===== src/rtl/aoi22_bist_ctrl.sv =====
// Exhaustive BIST sequencer for an AOI22 cell: drives all 16 input patterns,
// checks ZN against the ideal function, counts failures and builds a MISR signature.
module aoi22_bist_ctrl #(
    parameter int          PASSES = 1,
    parameter int          SETTLE = 2,
    parameter logic [15:0] SEED   = 16'hFFFF
) (
    input  logic        CLK,
    input  logic        RST,
    input  logic        START,
    input  logic        ZN,
    output logic        A1,
    output logic        A2,
    output logic        B1,
    output logic        B2,
    output logic        BUSY,
    output logic        DONE,
    output logic        PASS,
    output logic [7:0]  FAIL_CNT,
    output logic [3:0]  FIRST_FAIL,
    output logic [15:0] SIG
);

    typedef enum logic [1:0] {ST_IDLE, ST_RUN, ST_DONE} state_t;

    localparam logic [3:0]  SETTLE_L  = 4'(SETTLE);
    localparam logic [7:0]  LAST_PASS = 8'(PASSES - 1);
    localparam logic [15:0] MISR_POLY = 16'h1021;

    state_t      state_reg, state_next;
    logic [3:0]  pat_reg, pat_next;
    logic [7:0]  pass_reg, pass_next;
    logic [3:0]  settle_reg, settle_next;
    logic [7:0]  fail_reg, fail_next;
    logic [3:0]  first_reg, first_next;
    logic [15:0] sig_reg, sig_next;
    logic [3:0]  stim_reg, stim_next;

    logic golden;
    logic mismatch;
    logic zn_bit;
    logic fb;

    always_ff @(posedge CLK) begin
        if (RST) begin
            state_reg  <= ST_IDLE;
            pat_reg    <= 4'd0;
            pass_reg   <= 8'd0;
            settle_reg <= 4'd0;
            fail_reg   <= 8'd0;
            first_reg  <= 4'd0;
            sig_reg    <= SEED;
            stim_reg   <= 4'd0;
        end else begin
            state_reg  <= state_next;
            pat_reg    <= pat_next;
            pass_reg   <= pass_next;
            settle_reg <= settle_next;
            fail_reg   <= fail_next;
            first_reg  <= first_next;
            sig_reg    <= sig_next;
            stim_reg   <= stim_next;
        end
    end

    always_comb begin
        state_next  = state_reg;
        pat_next    = pat_reg;
        pass_next   = pass_reg;
        settle_next = settle_reg;
        fail_next   = fail_reg;
        first_next  = first_reg;
        sig_next    = sig_reg;

        golden   = ~((pat_reg[3] & pat_reg[2]) | (pat_reg[1] & pat_reg[0]));
        // Four-state compare so an X/Z on ZN is always a miscompare.
        mismatch = (ZN !== golden);
        zn_bit   = (ZN === 1'b0) ? 1'b0 : 1'b1;
        fb       = sig_reg[15] ^ zn_bit;

        case (state_reg)
            ST_RUN: begin
                if (settle_reg == SETTLE_L) begin
                    sig_next = {sig_reg[14:0], 1'b0} ^ (fb ? MISR_POLY : 16'h0000);
                    if (mismatch) begin
                        if (fail_reg != 8'hFF) fail_next = fail_reg + 8'd1;
                        if (fail_reg == 8'd0)  first_next = pat_reg;
                    end
                    settle_next = 4'd0;
                    pat_next    = pat_reg + 4'd1;
                    if (pat_reg == 4'hF) begin
                        if (pass_reg == LAST_PASS) state_next = ST_DONE;
                        else                       pass_next  = pass_reg + 8'd1;
                    end
                end else begin
                    settle_next = settle_reg + 4'd1;
                end
            end
            default: begin
                if (START) begin
                    state_next  = ST_RUN;
                    pat_next    = 4'd0;
                    pass_next   = 8'd0;
                    settle_next = 4'd0;
                    fail_next   = 8'd0;
                    first_next  = 4'd0;
                    sig_next    = SEED;
                end
            end
        endcase

        // Stimulus is registered from the next-state view so it lines up with BUSY.
        stim_next = (state_next == ST_RUN) ? pat_next : 4'd0;
    end

    assign {A1, A2, B1, B2} = stim_reg;
    assign BUSY       = (state_reg == ST_RUN);
    assign DONE       = (state_reg == ST_DONE);
    assign PASS       = (state_reg == ST_DONE) && (fail_reg == 8'd0);
    assign FAIL_CNT   = fail_reg;
    assign FIRST_FAIL = first_reg;
    assign SIG        = sig_reg;

endmodule


===== config.mk =====
export PLATFORM = sky130hd
export DESIGN_NAME = aoi22_bist_ctrl
export DESIGN_NICKNAME = d
export VERILOG_FILES = /design/src/rtl/aoi22_bist_ctrl.sv
export SDC_FILE = /design/constraint.sdc
export NUM_CORES = 1
export LEC_CHECK = 0
export ABC_AREA = 1
export CAP_MARGIN = 30
export CELL_PAD_IN_SITES_DETAIL_PLACEMENT = 2
export CELL_PAD_IN_SITES_GLOBAL_PLACEMENT = 2
export CORE_ASPECT_RATIO = 0.75
export CORE_MARGIN = 1
export CORE_UTILIZATION = 30
export DETAILED_ROUTE_END_ITERATION = 8
export PLACE_DENSITY = 0.8
export SYNTH_ARGS = -nofsm -noshare
export SYNTH_HDL_FRONTEND = slang
export SYNTH_SLANG_ARGS = --single-unit

===== constraint.sdc =====
create_clock -name CLK -period 1.7 [get_ports CLK]
set_clock_uncertainty 0.1 [all_clocks]
set_input_delay 0.255 -clock CLK [delete_from_list [all_inputs] [get_ports CLK]]
set_output_delay 0.255 -clock CLK [all_outputs]
set_load 0.02 [all_outputs]

Word-level counts from Yosys, hierarchy flattened
Cells that the tools add are included.
{ "totals": {"reg_bits": 50, "latchBits": 0, "ram_bits": 0, "mem_bits_ro": 0, "in_bits": 4, "output_inout_bits": 35, "wordCells": 71, "n_memories": 0} }
{ "op_classes": {"add_sub_neg": 4, "n_mul": 0, "n_div": 0, "magnitude_cmp": 0, "n_eq_ne": 14, "shifts": 0, "mux": 29, "n_bitwise": 7, "reduce_logical": 9} }
{ "ops": {"columns": ["cell", "count"], "rows": [
  ["two-way mux 8 bit", 9],
  ["two-way mux 16 bit", 3],
  ["two-way mux 4 bit", 10],
  ["adder 8 x 1 -> 8 bit (second input constant)", 2],
  ["zero test 8 bit", 2],
  ["bitwise XOR 16 x 13 -> 16 bit", 1],
  ["two-way mux 13 bit", 1],
  ["AND reduction 4 bit", 3],
  ["two-way mux 2 bit", 5],
  ["!= test 2 x 1 -> 1 bit (second input constant)", 5],
  ["adder 4 x 1 -> 4 bit (second input constant)", 2],
  ["!= test 8 bit (second input constant)", 1],
  ["equality test 2 x 1 -> 1 bit (second input constant)", 2],
  ["equality test 4 x 2 -> 1 bit (second input constant)", 1],
  ["equality test 4 bit (second input constant)", 1],
  ["bitwise AND 1 bit", 2],
  ["equality test 2 bit (second input constant)", 1],
  ["!= test 2 bit (second input constant)", 1],
  ["inverter 1 bit", 2],
  ["AND reduction 2 bit", 1],
  ["nonzero test 2 bit", 1],
  ["OR reduction 2 bit", 1],
  ["=== test 1 bit (second input constant)", 1],
  ["logical AND 1 bit", 1],
  ["4 further kinds", 4]
]} }

Logic depth before layout (Yosys ltp)
Gate-level depths: netlist (run 1).
{ "depth": {"word_depth": 8, "ltp_mapped": 10, "depth_no_buf": 10} }

Least setup slack after synthesis (run 1)
No wires, ideal clock.
{ "synth_timing": {"kind": "register -> output", "from": "reg fail_reg[0], in the netlist FAIL_CNT[0]", "to": "out PASS", "arrival_time_ns": 1.386, "t_required_ns": 1.345, "setup_slack_ns": -0.041, "stages_incl_launch_ff": 5, "path_cell_list": "dfxtp_1 inv_1 ha_1 nand2_1 nor4_1"} }
{ "synth_between": {"elab_chain_cells": 2} }
{ "synth_rtl": {"columns": ["element", "line", "source"], "rows": [
  ["start, declared", "34", "logic [7:0] fail_reg, fail_next;"],
  ["start signal, assigned", "59", "fail_reg <= fail_next;"],
  ["zero test 8 bit", "119", "assign PASS = (state_reg == ST_DONE) && (fail_reg == 8'd0);"],
  ["logical AND 1 bit", "119", null],
  ["end, declared", "18", "output logic PASS,"]
]} }
No other way between the ends.

Worst setup path after layout (run 1)
{ "layout_timing": {"from": "reg pat_reg[0]", "to": "reg fail_reg[4], in the netlist FAIL_CNT[4]"} }
{ "layout_between": {"elab_chain_cells": 6} }
{ "layout_rtl": {"columns": ["element", "line", "source"], "rows": [
  ["start, declared", "31", "logic [3:0] pat_reg, pat_next;"],
  ["start signal, assigned", "56", "pat_reg <= pat_next;"],
  ["bitwise AND 1 bit", "75", "golden = ~((pat_reg[3] & pat_reg[2]) | (pat_reg[1] & pat_reg[0]));"],
  ["OR 1 bit", "75", null],
  ["inverter 1 bit", "75", null],
  ["!== test 1 bit", "77", "mismatch = (ZN !== golden);"],
  ["!= test 2 x 1 -> 1 bit (no source line)", null, null],
  ["AND reduction 4 bit (no source line)", null, null]
]} }
No other way between the ends.
A chain may end at the register's enable or synchronous reset.

==> results of run 1 <==
worst min-delay path, delay by kind of cell (launching register included):
family	cells	cell delay, ns
DFF	1	0.34
and+or+nand+nor	2	0.13
synth_stat cells:
cell      number
clkbuf_1       5
inv_2          2
nand2_4        2
o21ai_0        8
inv_1         33
o21bai_1       2
nand3_4        2
a21o_1         1
o22ai_1        3
buf_4          2
dfxtp_1       50
a21oi_1       21
nor2_1        55
buf_1          1
o221ai_1       7
buf_12         1
o21ai_1        1
and2_1         1
ha_1           7
or2_2          2
xor2_1         5
nand2_2        1
nor2_4         1
buf_2          3
inv_4          1
o211ai_1       5
nand2_1      104
nand3_1       24
nor2_8         2
nor3_1         1
nand4_1        2
nor2b_1        1
nor2_2         1
nor4_1         1
kinds of logic (layout without fill, tap and decap cells):
kind of cell / after synthesis / after routing / synth area share
fa+ha+maj: 7 / 7 / 0.0348
xor+xnor: 5 / 5 / 0.0174
compound gates: 48 / 48 / 0.115
buf+inv: 48 / 119 / 0.0834
simple gates: 200 / 201 / 0.352
flops: 50 / 50 / 0.397
worst paths after layout:
kind / cells after the start / from / to
max: 9 / pat_reg[0] / FAIL_CNT[4]
min: 2 / FIRST_FAIL[3] / FIRST_FAIL[3]
max reg2reg: 9 / pat_reg[0] / FAIL_CNT[4]
min reg2reg: 2 / FIRST_FAIL[3] / FIRST_FAIL[3]
final cells by class:
type | count | share of cell area
timing repair buffer | 75 | 0.194
clock buffer | 6 | 0.0238
inverter | 36 | 0.0404
clock inverter | 2 | 0.0112
sequential | 50 | 0.291
multi-input combinational | 261 | 0.403
tap | 105 | 0.0378
power by group through the flow:
stage               combinational [mW]  clock, mW  sequential (mW)
floorplan                        0.209          0             1.31
global placement                 0.437          0             1.27
detailed placement               0.455          0             1.27
CTS                              0.453      0.937             1.25
global route                     0.517      0.972             1.25
finish                           0.473      0.915             1.25
per-stage QoR:
step / power, mW / setup TNS (ns) / setup WS (ns)
floorplan: 1.52 / 0 / 0.124
global placement: 1.71 / -0.232 / -0.0678
detailed placement: 1.73 / -1.42 / -0.134
CTS: 2.64 / -0.0200 / -0.0200
global route: 2.74 / -0.440 / -0.0451
finish: 2.64 / 0 / 0.0169
metal layers:
layer,global-route usage,up-vias,part of all wire
met2,0.369,45,0.49
met3,0.0337,15,0.026
li1,-,1289,-
met4,0.0603,0,0.014
met1,0.267,1286,0.47
met5,0,-,0
layout by cell type (no fill, tap or decap), drive strengths merged, types with 2 or more instances in the layout:
cell and count:
a21oi 21, buf 38, clkbuf 6, clkdlybuf4s50 18
dfxtp 50, dlygate4sd2 13, dlymetal6s2s 5, ha 7
inv 37, nand2 107, nand3 27, nand4 2
nor2 59, o211ai 5, o21ai 9, o21bai 2
o221ai 7, o22ai 3, or2 2, xor2 5
repair_timing:
action                     CTS  global route
hold endpoints to repair     0             0
setup endpoints to repair   28            28
gates cloned                 0             1
buffers inserted             0             1
pin swaps                    0             7
resized for setup           24            31
==> summary.txt, run 1 <==
Drt
  • TritonRoute pass-1 iters: 4
  • DRT antenna net count: 0
  • Vias post-DR: 2635
  • Total Wirelength: 9180 µm
  • Post-DR wirelength/cell: 17.2 µm
  • Initial drt markers: 52
  • Vias per inst: 4.93
  • DRC: 0

STA
  • RSZ-0062 raised after global routing: true
  • Max-slew violations: 0
  • Max Clock Freq: 594 MHz
  • Final Hold Slack: 0.401 ns
  • Fin crit share: 0.990
  • Worst rel slew slack: 0.757
  • Final hold vios: 0
  • Worst slew pin tran: 0.364 ns
  • Final setup violating endpoints: 0
  • Final min period: 1.68 ns

CTS
  • Cts hold-fix bufs: 0
  • Clk root buf: clkbuf_8
  • CTS max path bufs: 2
  • CTS Sinks: 50
  • H-tree level count: 2
  • Clk_lat worst skew: 0.31 ns
  • CTS tree: yes
  • CTS buffer count: 5
  • Clock-pin slew on the worst setup and hold paths: 0.10 ns

Die
  • Die Ht: 81.4 µm
  • Initial Utilization: 0.314
  • Die Area: 8770 µm²
  • Die W: 108 µm
  • Core ar.: 8020 µm²
  • I/O pins: 39
  • Row count: 28

Final layout
  • Fillers: 955
  • Utilization after layout: 0.433
  • Final instance area: 3470 µm²
  • N_diodes: 0
  • Multi-input gate area: 1400 µm²
  • Register area: 1010 µm²
  • Fraction of layout cells with a size suffix above 1: 0.186
  • Max FFs per register: 16
  • Final #Nets: 440
  • Finished Layout Cells: 535
  • Area grow syn2layout: 37.8%

Worst setup path
  • Worst Path Arrival: 1.82 ns
  • Crit path max-delay cell type: dfxtp_2
  • Worst reg-to-reg setup slack: 0.02 ns
  • Critical path, cell by cell: ha_1 -> inv_2 -> nand2_1 -> nand2_1 -> nand3_2 -> buf_4 -> nand3_2 -> nand2_1 -> a21oi_1
  • Crit path capture type: register
  • Most used cell, CP: nand2_1
  • CP top delay family: simple AND/OR/NAND/NOR gates
  • Startpoint types: register
  • Worst path max stage delay: 0.36 ns
  • Worst endpoint required time: 1.84 ns
  • Critical path buffers and inverters: 2
  • Crit path kind: reg2reg
  • Max FO, Critical Path: 5

Synth
  • Synth top area share: 0.397
  • Synth Instances: 358
  • Synth Register Bits: 50
  • Register area share after synthesis: 0.397
  • Warnings, synthesis: 0
  • Cell Area, Synth: 2520 µm²
  • Unique cell type count in the Yosys netlist: 34
  • Yosys top cell by area: dfxtp_1
  • Mapped Nets: 369
  • Synth area leaders: dfxtp_1 (40%), nand2_1 (15%), nor2_1 (8.2%)
  • Syn avg cell area: 7.04 µm²

Placed design
  • Placed insts: 525
  • Buffers on Ports: 38
  • Placement Cell Area: 3250 µm²
  • DP HPWL: 6450 µm
  • GPL Wtd Cong: 0.791

Status
  • Outcome: completed

Global routing
  • Largest net degree at the start of global routing: 19
  • Vias in the first global route: 2866
  • Gr usage total: 0.210
  • Gr ovfl total: 0
  • First-pass GRT wire length: 14200 µm
  • Initial antenna violation count: 0

Power and ir drop
  • Sequential share of power: 0.473
  • Leak Pwr: 1.55 nW
  • Pwr Density: 759 nW/µm²
  • Power share of the combinational group: 0.180
  • Switch share: 0.283
  • Switching Power: 0.745 mW
  • Power share of the clock group: 0.347
  • P_int: 1.89 mW
  • VDD IR max: 0.313 mV

Job
  • Max Cap Viol: 0

Min path
  • Min-Delay Path Class: reg2reg
No activity file was read; power rests on OpenSTA's default activity.
==> run 2, diff against run 1 <==
SLEW_MARGIN = 25   (was default)
==> results of run 2 <==
Same layout as run 1: the final DEF is identical, and so are final timing and power.
==> run 3, diff against run 2 <==
GPL_TIMING_DRIVEN = 0   (was default)
HOLD_SLACK_MARGIN = 0.05   (was default)
REMOVE_ABC_BUFFERS = 1   (was default)
==> run 3 against run 2 <==
Against the previous run:
- combinational power is 23% higher
- critical path type unchanged
- count of clock-buffer cells in the layout is 1 lower
- maximum frequency is 5.0% lower
- the flow now finishes with violations (setup timing)
==> summary.txt, run 3 (synthesized netlist as in run 1, its figures left out) <==
Worst setup path
  • CP top delay family: simple AND/OR/NAND/NOR gates (unchanged)
  • Critical path buffers and inverters: 2 (unchanged)
  • Crit path kind: reg2reg (unchanged)
  • Worst Path Arrival: 1.91 ns (was 1.82 ns)
  • Worst path max stage delay: 0.39 ns (was 0.36 ns)
  • Crit path capture type: register (unchanged)
  • Max FO, Critical Path: 5 (unchanged)
  • Worst reg2reg path startpoint: pat_reg[1] (was pat_reg[0])
  • Crit path max-delay cell type: dfxtp_2 (unchanged)
  • Worst endpoint required time: 1.84 ns (about the same)
  • Startpoint types: register (unchanged)
  • Worst reg-to-reg setup slack: -0.07 ns (was 0.02 ns)
  • Worst r2r dst: FAIL_CNT[1] (was FAIL_CNT[4])
  • R2R depth: 9 (unchanged)
  • Most used cell, CP: nand2_1 (unchanged)
  • Critical path, cell by cell: ha_4 -> inv_2 -> nand2_1 -> nand2_1 -> nand3_4 -> buf_4 -> nand3_2 -> o21ai_1 -> nor2_1 (was ha_1 -> inv_2 -> nand2_1 -> nand2_1 -> nand3_2 -> buf_4 -> nand3_2 -> nand2_1 -> a21oi_1)

Global routing
  • Gr ovfl total: 0 (unchanged)
  • GRT met1 Usage: 0.311 (was 0.267)
  • Gr usage total: 0.248 (was 0.210)
  • Vias in the first global route: 2952 (was 2866)
  • First-pass GRT wire length: 16200 µm (was 14200 µm)
  • Largest net degree at the start of global routing: 20 (was 19)
  • GR Layer Usage met3: 0.0401 (was 0.0337)
  • M2 GR Usage: 0.425 (was 0.369)
  • Initial antenna violation count: 0 (unchanged)
  • Grt peak-use layer: met2 (unchanged)

Final layout
  • Final #Nets: 441 (was 440)
  • Commonest cells after routing, fill and taps aside: nand2_1 (91), nor2_1 (49), buf_4 (35) (was nand2_1 (100), nor2_1 (52), dfxtp_1 (45))
  • Fraction of layout cells with a size suffix above 1: 0.274 (was 0.186)
  • Area grow syn2layout: 47.7% (was 37.8%)
  • Max FFs per register: 16 (unchanged)
  • Fillers: 902 (was 955)
  • N_diodes: 0 (unchanged)
  • Leading cell type in the layout, fill and taps excluded: nand2_1 (unchanged)
  • Utilization after layout: 0.464 (was 0.433)
  • Finished Layout Cells: 536 (was 535)

Drt
  • Vias post-DR: 2829 (was 2635)
  • TritonRoute pass-1 iters: 4 (unchanged)
  • Vias per inst: 5.28 (was 4.93)
  • Initial drt markers: 98 (was 52)
  • DRC: 0 (unchanged)
  • Total Wirelength: 12200 µm (was 9180 µm)
  • Post-DR wirelength/cell: 22.8 µm (was 17.2 µm)
  • DRT antenna net count: 0 (unchanged)

Placed design
  • GPL Wtd Cong: 0.750 (was 0.791)
  • DP HPWL: 5570 µm (was 6450 µm)
  • Buffers on Ports: 38 (unchanged)
  • Placed insts: 489 (was 525)

Power and ir drop
  • Pwr Total: 2.80 mW (was 2.64 mW)
  • Switching Power: 0.927 mW (was 0.745 mW)
  • Power share of the combinational group: 0.208 (was 0.180)
  • Sequential share of power: 0.446 (was 0.473)
  • Power share of the clock group: 0.346 (was 0.347)
  • Switch share: 0.331 (was 0.283)
  • Leak Pwr: 1.59 nW (was 1.55 nW)
  • VDD IR max: 0.419 mV (was 0.313 mV)
  • P_int: 1.87 mW (was 1.89 mW)
  • Pwr Density: 752 nW/µm² (was 759 nW/µm²)

STA
  • Worst slew pin tran: 0.588 ns (was 0.364 ns)
  • Fin crit share: 1.04 (was 0.990)
  • Final hold vios: 0 (unchanged)
  • Final setup violating endpoints: 17 (was 0)
  • Setup WS post-layout: -0.0714 ns (was 0.0169 ns)
  • RSZ-0062 raised after global routing: true (unchanged)
  • Final min period: 1.77 ns (was 1.68 ns)
  • Worst rel slew slack: 0.608 (was 0.757)
  • Max Clock Freq: 565 MHz (was 594 MHz)
  • Setup TNS: -0.601 ns (was 0 ns)
  • Max-slew violations: 0 (unchanged)

CTS
  • Clk root buf: clkbuf_8 (unchanged)
  • CTS buffer count: 5 (unchanged)
  • Clock-pin slew on the worst setup and hold paths: 0.12 ns (was 0.10 ns)
  • H-tree level count: 2 (unchanged)
  • CTS tree: yes (unchanged)
  • Cts hold-fix bufs: 0 (unchanged)
  • CTS max path bufs: 2 (unchanged)
  • CTS Sinks: 50 (unchanged)
  • Clk_lat worst skew: 0.34 ns (was 0.31 ns)

Status
  • Outcome: finished with violations (was completed)
  • Failing checks: setup timing

Min path
  • Min-Delay Path Class: in2reg (was reg2reg)
  • Worst hold start: START (was FIRST_FAIL[3])
  • Hold Path End: FAIL_CNT[0] (was FIRST_FAIL[3])
  • Hold path depth: 4 (was 2)

Die
  • Die W: 108 µm (unchanged)
  • Core ar.: 8020 µm² (unchanged)
  • Row count: 28 (unchanged)
  • Die Ht: 81.4 µm (unchanged)
  • Initial Utilization: 0.314 (unchanged)
  • I/O pins: 39 (unchanged)
  • Die Area: 8770 µm² (unchanged)

Job
  • Max Cap Viol: 0 (unchanged)
-- run 3: cell count changes in the layout (fill, tap and decap cells not counted), sizes merged --
cell / change
nor2: +1
inv: -3
clkdlybuf4s50: -4
dlymetal6s2s: +5
dlygate4sd2: -3
clkinvlp: +4
clkdlybuf4s15: +1
buf: -1
nand2: +1
-- run 3: worst reg2reg max path, delay by kind of cell (launching register included) --
kind | cells | cell delay, ns
buffers and inverters | 2 | 0.20
adder cells (fa/ha/maj) | 1 | 0.17
AO/OA/AOI/OAI | 1 | 0.21
AND/OR/NAND/NOR | 5 | 0.61
flip-flops | 1 | 0.39
-- run 3: through the flow --
step           hold slack [ns]  cell area, µm²  setup WS [ns]
6_report                 0.402            3720        -0.0714
5_1_grt                  0.407            3720         -0.116
4_1_cts                  0.404            3400        -0.0332
3_5_place_dp             0.385            2960          -1.21
3_3_place_gp             0.372            2960          -1.14
2_1_floorplan            0.224            2450        -0.0408
-- run 3: repair_timing --
item / in CTS / in global routing
gates resized for setup: 66 / 59
setup endpoints to repair: 59 / 49
cloned: 3 / 0
pin swaps: 8 / 12
setup buffers: 18 / 19
-- run 3: worst max path at each step --
stage / from / end / slack, ns / cells after the start
after global routing: pat_reg[1] / FAIL_CNT[5] / -0.12 / 10
after global placement: RST / SIG[2] / -1.14 / 5
after CTS: FAIL_CNT[0] / PASS / -0.03 / 5
after floorplan: FAIL_CNT[0] / PASS / -0.04 / 4
final: pat_reg[1] / FAIL_CNT[1] / -0.07 / 9
after detailed placement: RST / SIG[15] / -1.21 / 5
-- run 3: power by group through the flow --
stage,Clock (mW),Combinational (mW),Sequential [mW]
floorplan,0,0.184,1.31
global placement,0,0.368,1.27
detailed placement,0,0.380,1.28
CTS,0.945,0.492,1.25
global route,1.02,0.614,1.25
finish,0.968,0.582,1.25
-- run 3: area by class of cell --
cell class / count / area (µm²) / share of cell area
clock inverters: 3 / 48.8 / 0.0131
repair buffers: 74 / 683 / 0.184
well taps: 105 / 131 / 0.0353
multi-input cells: 263 / 1600 / 0.429
clock buffers: 5 / 68.8 / 0.0185
flip-flops and latches: 50 / 1040 / 0.279
inverters: 36 / 156 / 0.0420
-- run 3: routing by layer --
layer  wire length (µm)  vias up  part of all wire
li1                   -     1298                 -
met1               5430     1443              0.44
met2               6070       63              0.50
met3                447       25             0.037
met4                281        0             0.023
met5                  0        -                 0
